`config.mk`:
```
export PLATFORM = sky130hd
export DESIGN_NAME = cntr_seq_flat
export DESIGN_NICKNAME = d
export VERILOG_FILES = /design/src/rtl/cntr_seq_if.sv /design/src/rtl/cntr_seq.sv /design/src/flat_wrapper.sv
export SDC_FILE = /design/constraint.sdc
export NUM_CORES = 1
export LEC_CHECK = 0
export CAP_MARGIN = 15
export CORE_ASPECT_RATIO = 0.8
export CORE_MARGIN = 5
export CORE_UTILIZATION = 40
export DETAILED_ROUTE_END_ITERATION = 10
export SLEW_MARGIN = 15
export SYNTH_ARGS = -nofsm -noshare
export SYNTH_HDL_FRONTEND = slang
export SYNTH_SLANG_ARGS = --single-unit
```
`constraint.sdc`:
```
create_clock -name c -period 3.9 [get_ports c]
set_input_delay 0.78 -clock c [delete_from_list [all_inputs] [get_ports c]]
set_output_delay 0.78 -clock c [all_outputs]
set_load 0.05 [all_outputs]
```
`src/rtl/cntr_seq_if.sv`:
```
// Control/observation bundle for cntr_seq: start/stop/mode/tc in, count/busy/done out.
// Run-count outputs n_* exist only when CNTR_SEQ_RUNCNT_EN is defined.
interface cntr_seq_if;
  logic start;
  logic stop;
  logic mode;
  logic tc_3_, tc_2_, tc_1_, tc_0_;
  logic o_3_, o_2_, o_1_, o_0_;
  logic busy;
  logic done;
`ifdef CNTR_SEQ_RUNCNT_EN
  logic n_3_, n_2_, n_1_, n_0_;
`endif

  modport master (
    output start, stop, mode, tc_3_, tc_2_, tc_1_, tc_0_,
    input  o_3_, o_2_, o_1_, o_0_, busy, done
`ifdef CNTR_SEQ_RUNCNT_EN
    , input n_3_, n_2_, n_1_, n_0_
`endif
  );

  modport slave (
    input  start, stop, mode, tc_3_, tc_2_, tc_1_, tc_0_,
    output o_3_, o_2_, o_1_, o_0_, busy, done
`ifdef CNTR_SEQ_RUNCNT_EN
    , output n_3_, n_2_, n_1_, n_0_
`endif
  );
endinterface

```
`src/rtl/cntr_seq.sv`:
```
// Counter sequencer: IDLE/RUN/GAP control of a 4-bit count against a captured terminal count.
// Optional CNTR_SEQ_RUNCNT_EN adds a saturating completed-run counter on n_3_..n_0_.
module cntr_seq #(
  parameter int TC_DEFAULT = 15,
  parameter int GAP        = 2
) (
  input  logic      c,
  input  logic      r,
  cntr_seq_if.slave bus
);

  typedef enum logic [1:0] {S_IDLE, S_RUN, S_GAP} state_t;

  state_t     r_state, w_state_nxt;
  logic [3:0] r_cnt, w_cnt_nxt;
  logic [3:0] r_tc, w_tc_nxt;
  logic [3:0] r_gap, w_gap_nxt;
  logic       r_mode, w_mode_nxt;
  logic       r_busy, r_done, w_done_nxt;
  logic [3:0] w_tc_in;
  logic       w_start_acc;

  assign w_tc_in     = {bus.tc_3_, bus.tc_2_, bus.tc_1_, bus.tc_0_};
  assign w_start_acc = (r_state == S_IDLE) && bus.start && !bus.stop;

  always_comb begin
    w_state_nxt = r_state;
    w_cnt_nxt   = r_cnt;
    w_tc_nxt    = r_tc;
    w_mode_nxt  = r_mode;
    w_gap_nxt   = r_gap;
    case (r_state)
      S_IDLE: begin
        if (w_start_acc) begin
          w_tc_nxt    = w_tc_in;
          w_mode_nxt  = bus.mode;
          w_cnt_nxt   = 4'd0;
          w_state_nxt = S_RUN;
        end
      end
      S_RUN: begin
        if (bus.stop) begin
          w_state_nxt = S_IDLE;
        end else if (r_cnt != r_tc) begin
          w_cnt_nxt = r_cnt + 4'd1;
        end else if (!r_mode) begin
          w_state_nxt = S_IDLE;
        end else if (GAP > 0) begin
          w_state_nxt = S_GAP;
          w_gap_nxt   = 4'(GAP - 1);
        end else begin
          w_cnt_nxt = 4'd0;
        end
      end
      S_GAP: begin
        if (bus.stop) begin
          w_state_nxt = S_IDLE;
        end else if (r_gap == 4'd0) begin
          w_cnt_nxt   = 4'd0;
          w_state_nxt = S_RUN;
        end else begin
          w_gap_nxt = r_gap - 4'd1;
        end
      end
      default: w_state_nxt = S_IDLE;
    endcase
    // done marks arrival at terminal count while the run continues
    w_done_nxt = (w_state_nxt == S_RUN) && (w_cnt_nxt == w_tc_nxt);
  end

  always_ff @(posedge c or posedge r) begin
    if (r) begin
      r_state <= S_IDLE;
      r_cnt   <= 4'd0;
      r_tc    <= 4'(TC_DEFAULT);
      r_mode  <= 1'b0;
      r_gap   <= 4'd0;
      r_busy  <= 1'b0;
      r_done  <= 1'b0;
    end else begin
      r_state <= w_state_nxt;
      r_cnt   <= w_cnt_nxt;
      r_tc    <= w_tc_nxt;
      r_mode  <= w_mode_nxt;
      r_gap   <= w_gap_nxt;
      r_busy  <= (w_state_nxt != S_IDLE);
      r_done  <= w_done_nxt;
    end
  end

  assign {bus.o_3_, bus.o_2_, bus.o_1_, bus.o_0_} = r_cnt;
  assign bus.busy = r_busy;
  assign bus.done = r_done;

`ifdef CNTR_SEQ_RUNCNT_EN
  logic [3:0] r_runs;

  always_ff @(posedge c or posedge r) begin
    if (r) begin
      r_runs <= 4'd0;
    end else if (w_start_acc) begin
      r_runs <= 4'd0;
    end else if (r_done && (r_runs != 4'hF)) begin
      r_runs <= r_runs + 4'd1;
    end
  end

  assign {bus.n_3_, bus.n_2_, bus.n_1_, bus.n_0_} = r_runs;
`endif

endmodule

```
`src/flat_wrapper.sv`:
```
// flat-port wrapper written by rule: the top's interface ports become plain ports
module cntr_seq_flat 
#(
  parameter int TC_DEFAULT = 15,
  parameter int GAP        = 2
)
  (c, r, bus_start, bus_stop, bus_mode, bus_tc_3_, bus_tc_2_, bus_tc_1_, bus_tc_0_, bus_o_3_, bus_o_2_, bus_o_1_, bus_o_0_, bus_busy, bus_done);
  cntr_seq_if bus_i ();
  input  logic c;
  input  logic r;
  input wire logic [$bits(bus_i.start)-1:0] bus_start;
  input wire logic [$bits(bus_i.stop)-1:0] bus_stop;
  input wire logic [$bits(bus_i.mode)-1:0] bus_mode;
  input wire logic [$bits(bus_i.tc_3_)-1:0] bus_tc_3_;
  input wire logic [$bits(bus_i.tc_2_)-1:0] bus_tc_2_;
  input wire logic [$bits(bus_i.tc_1_)-1:0] bus_tc_1_;
  input wire logic [$bits(bus_i.tc_0_)-1:0] bus_tc_0_;
  output wire logic [$bits(bus_i.o_3_)-1:0] bus_o_3_;
  output wire logic [$bits(bus_i.o_2_)-1:0] bus_o_2_;
  output wire logic [$bits(bus_i.o_1_)-1:0] bus_o_1_;
  output wire logic [$bits(bus_i.o_0_)-1:0] bus_o_0_;
  output wire logic [$bits(bus_i.busy)-1:0] bus_busy;
  output wire logic [$bits(bus_i.done)-1:0] bus_done;
  assign bus_i.start = bus_start;
  assign bus_i.stop = bus_stop;
  assign bus_i.mode = bus_mode;
  assign bus_i.tc_3_ = bus_tc_3_;
  assign bus_i.tc_2_ = bus_tc_2_;
  assign bus_i.tc_1_ = bus_tc_1_;
  assign bus_i.tc_0_ = bus_tc_0_;
  assign bus_o_3_ = bus_i.o_3_;
  assign bus_o_2_ = bus_i.o_2_;
  assign bus_o_1_ = bus_i.o_1_;
  assign bus_o_0_ = bus_i.o_0_;
  assign bus_busy = bus_i.busy;
  assign bus_done = bus_i.done;
  cntr_seq #(.TC_DEFAULT(TC_DEFAULT), .GAP(GAP)) u_core (.c(c), .r(r), .bus(bus_i));
endmodule
```
== Yosys cells after proc, flatten, opt, wreduce, memory -nomap -nowiden ==
Index checks and enable logic that the tools add are counted.
Word-level totals
  input port bits: 9
  register bits after elaboration: 17
  output and inout bits: 6
Cells by class
  reduce and logical (&&, ||, !) cells: 10
  equality and inequality tests: 10
  multiplexer cells: 21
  add/subtract/negate cells: 2
Operators by type and width (number)
  4-bit 2-to-1 mux: 12
  2-bit 2-to-1 mux: 6
  4-bit case mux with 3 select lines: 1
  2-bit != test, second input constant: 4
  4-bit case mux with 2 select lines: 1
  2-bit case mux with 3 select lines: 1
  6-bit AND reduction: 1
  4-bit by 1-bit adder with 4-bit output, second input constant: 1
  2-bit by 1-bit equality test with 1-bit output, second input constant: 2
  4-bit equality test: 1
  4-bit logical NOT: 1
  4-bit != test: 1
  2-bit nonzero test: 2
  4-bit by 1-bit subtractor with 4-bit output, second input constant: 1
  1-bit logical AND: 3
  2-bit equality test, second input constant: 1
  2-bit logical NOT: 1
  2-bit by 1-bit != test with 1-bit output, second input constant: 1
  2-bit AND reduction: 1
  1-bit logical NOT: 1

== Longest topological paths before layout ==
  word-level depth: 7
  mapped depth: 8
  mapped depth without buffers: 8

== Least setup slack after synthesis ==
Ideal clock, no wire load.
  path kind: input -> register
  start: input bus_stop
  end: register u_core.r_done (netlist: u_core.bus.done)
  setup time: 0.096 ns
  stages: 5
  setup slack: 1.704 ns
  path buffers: 1
  data required time: 3.804 ns
  arrival time: 2.100 ns
  cells stage by stage: buf_2 > nor3_4 > mux2_1 > a211o_1 > nor4_2
On the way
  cells in the longest elaborated chain, start to end: 6
  elaborated cells between the ends (all ways): 15
  those cells by class: 2 x eq/ne; 10 x mux; 3 x reduce/logical
Ends and longest elaborated chain
  from (decl): RTL line flat_wrapper.sv:12  | input wire logic [$bits(bus_i.stop)-1:0] bus_stop;
  1-bit logical NOT: RTL line cntr_seq.sv:24  | assign w_start_acc = (r_state == S_IDLE) && bus.start && !bus.stop;
  1-bit logical AND: RTL line cntr_seq.sv:24
  4-bit 2-to-1 mux: RTL line cntr_seq.sv:34  | if (w_start_acc) begin
  4-bit 2-to-1 mux: RTL line cntr_seq.sv:32  | case (r_state)
  named net u_core.w_tc_nxt[0]: RTL line cntr_seq.sv:16  | logic [3:0] r_tc, w_tc_nxt;
  4-bit equality test: RTL line cntr_seq.sv:68  | w_done_nxt = (w_state_nxt == S_RUN) && (w_cnt_nxt == w_tc_nxt);
  1-bit logical AND: RTL line cntr_seq.sv:68
  named net u_core.w_done_nxt: RTL line cntr_seq.sv:19  | logic r_busy, r_done, w_done_nxt;
  to (signal assigned): RTL line cntr_seq.sv:87  | r_done <= w_done_nxt;
  to (decl): RTL line cntr_seq.sv:19
The timed path passes the listed nets, and every way through them passes these cells.
A chain may end at the register's enable or synchronous reset.

== Worst setup path after layout ==
Same ends and word-level chain as after synthesis.

==> flow_summary.yaml <==
clocking:
  clk_pin_slew_ns: 0.12
  ctsResizeCount: 0
  htree_num_levels: 1
  clk_latency_ns: 0.30
  postCtsHoldBufs: 0
  postCtsSetupBuffers: 0
  cts_buffers: 3
  cts_sinks: 17
  cts-root-buf: "clkbuf_4"
  clockBufferDepth: 2
  cts_tree: "yes"
sta:
  setup_tns_ns: 0
  slew_headroom_pct: 48.0
  fin_crit_ns: 2.52
  hold_viol_final: 0
  fmax_mhz: 396
  whs_ns: 0.520
  setup_viol: 0
  worst_pin_slew_ns: 0.773
  fin_crit_sh_pct: 64.7
  rsz0062_at_grt: "no"
  setup_ws_ns: 1.38
  maxSlewViolCount: 0
  finalClockSkew_ns: 0.0149
setup_path:
  r2r-start: "u_core.r_cnt[0]$_DFF_PP0_"
  worstPathRequired_ns: 4.12
  path_class: "input port to flip-flop"
  startpoint_type: "input port"
  startpoint: "bus_stop"
  crit_chain: "clkdlybuf4s50_1 -> nor3_4 -> mux2_1 -> a211o_1 -> nor4_2"
  slowest_delay_ns: 0.60
  path_delay_family: "simple AND/OR/NAND/NOR gates"
  cp_slowest_cell: "clkdlybuf4s50_1"
  path_max_fanout: 9
  path_buf_inv: 1
  crit_arrival_ns: 2.74
  end_kind: "flip-flop"
logic_synthesis:
  async_flop_share_pct: 100
  synth_area_sq_um: 942
  synth_ff_type: "dfrtp_1"
  synthTopCellsByCount: "dfrtp_1 (13), nand2_1 (10), inv_1 (7)"
  yosys-top-cells-area: "dfrtp_1 (35%), dfstp_2 (11%), xor2_1 (4.6%)"
  syn_area_per_cell_sq_um: 10.2
  synth_top_area_share_pct: 34.5
  synth_edf_count: 0
  postSynthCellCount: 92
  syn_nets: 104
  synth-seq-cells: 17
  synth_top_cell_by_area: "dfrtp_1"
  ys_types: 33
  ys_seq_area_share_pct: 45.7
  synth.most_common_cell: "dfrtp_1"
  yosysWarnings: 0
floorplanning:
  rows: 15
  core_sq_mm: 0.00220
  die_w_microns: 64.3
  io_pins: 15
  start_util_pct: 42.9
  die_h_microns: 53.4
  die-area_sq_mm: 0.00343
route:
  routed_wl_microns: 1990
  drt_pass1_iterations: 3
  wl_per_cell_microns: 14.9
  highest_layer: "met4"
  drc: 0
  drtAntennaViolNets: 0
  drt_iter0_markers: 11
  vias: 722
  wl_met2_microns: 792
  wl_met1_microns: 1100
  via_per_inst: 5.39
  routed-wl-met3_microns: 91
layout:
  final_core_util_pct: 51.7
  area_growth_pct: 20.6
  nets: 122
  antenna_cells: 0
  drive_gt1_share_pct: 13.8
  final_area_sq_mm: 0.00114
  final_cells: 134
placement:
  dp_slack_ns: 1.05
  portBuffers: 14
  place_inst: 130
  place_area_sq_mm: 0.00111
  routabilityCongestion: 0.805
  hpwlAfterDp_microns: 1480
power_and_ir_drop:
  vdd_drop_max_v: 0.000440
  internal_power_mw: 0.443
  p_leak_nw: 0.511
  seqPwrFrac_pct: 40.0
  clockPowerShare_pct: 12.5
  power.share.switching_pct: 44.4
  netSwitchingPower_mw: 0.354
  power.total_mw: 0.797
  p_comb_share_pct: 47.5
  power_density_mw_per_mm2: 702
grt:
  grt_overflow: 0
  grt_first_pass_wirelength_microns: 3250
  grt_max_degree: 18
  grtUsageTotal_pct: 12.3
  antenna_found_initial: 0
  grt_pass1_vias: 687
outcome:
  status: "finished clean"
hold_path:
  min_from: "u_core.r_gap[0]$_DFFE_PP0P_"
  hold_class: "flip-flop to flip-flop"
job:
  drv_cap: 0
[logic make-up after synthesis]
logic type / count (synthesis) / synth area share [%]
fa+ha+maj: 3 / 3.98
buf+inv: 8 / 3.32
flops: 17 / 45.7
compound gates: 17 / 13.8
simple gates: 34 / 20.1
xor+xnor: 9 / 8.37
mux: 4 / 4.78
[layout make-up]
type | instances | area, sq um
Clock buffer | 3 | 22.5
Clock inverter | 1 | 5.00
Fill cell | 224 | 1060
Inverter | 7 | 26.3
Multi-Input combinational cell | 67 | 480
Sequential cell | 17 | 430
Tap cell | 25 | 31.3
Timing Repair Buffer | 14 | 140
[power groups by stage]
stage               logic, mW  clock network, mW  registers [mW]
CTS                     0.380              0.101           0.319
finish                  0.378              0.100           0.319
global placement        0.375                  0           0.322
detailed placement      0.378                  0           0.322
floorplan               0.221                  0           0.371
global route            0.415              0.106           0.328
[worst paths after layout]
path                                                     to  slack, ns  depth (start not counted)
min in group asynchronous         u_core.bus.busy$_DFF_PP0_       0.85                          2
max in group asynchronous         u_core.r_cnt[2]$_DFF_PP0_       2.62                          2
worst min-delay path            u_core.r_gap[0]$_DFFE_PP0P_       0.52                          1
worst min register to register  u_core.r_gap[0]$_DFFE_PP0P_       0.52                          1
worst max register to register  u_core.r_gap[1]$_DFFE_PP0P_       1.70                          5
worst max-delay path              u_core.bus.done$_DFF_PP0_       1.38                          5
[worst reg2reg max path: stages (launching register included)]
cell	delay, ns
dfrtp_1	0.50
xnor2_1	0.26
nand4_1	0.22
nor4_1	0.70
nor2_1	0.19
o31ai_1	0.25
[metal layers]
metal	vias up	global-route usage (%)
met5	-	0
met4	0	1.02
met3	2	4.46
met2	12	17.1
met1	348	18.6
li1	360	-
[cell usage in the layout (no fill, tap or decap), drive strengths merged, types with 2 or more instances in the layout]
cell,Yosys,final
nor2b,2,2
inv,7,7
dfstp,4,4
nor3,4,4
xor2,5,5
nand2,10,10
xnor2,4,4
a41oi,2,2
nor4,3,3
a211oi,3,3
clkbuf,0,3
o21ai,3,3
a21oi,2,2
clkdlybuf4s50,0,14
dfrtp,13,13
nor2,6,6
mux2,4,4
nand2b,3,3
ha,3,3
a211o,3,3
[sequential cells by signal, indices dropped and copies added, names as in the netlist]
| name | flops |
|---|---|
| u_core.r_tc | 4 |
| u_core.r_mode | 1 |
| u_core.bus.done | 1 |
| u_core.r_gap | 4 |
| u_core.r_state | 2 |
| u_core.r_cnt | 4 |
| u_core.bus.busy | 1 |
Note: power is estimated with default switching activity, not from simulation.
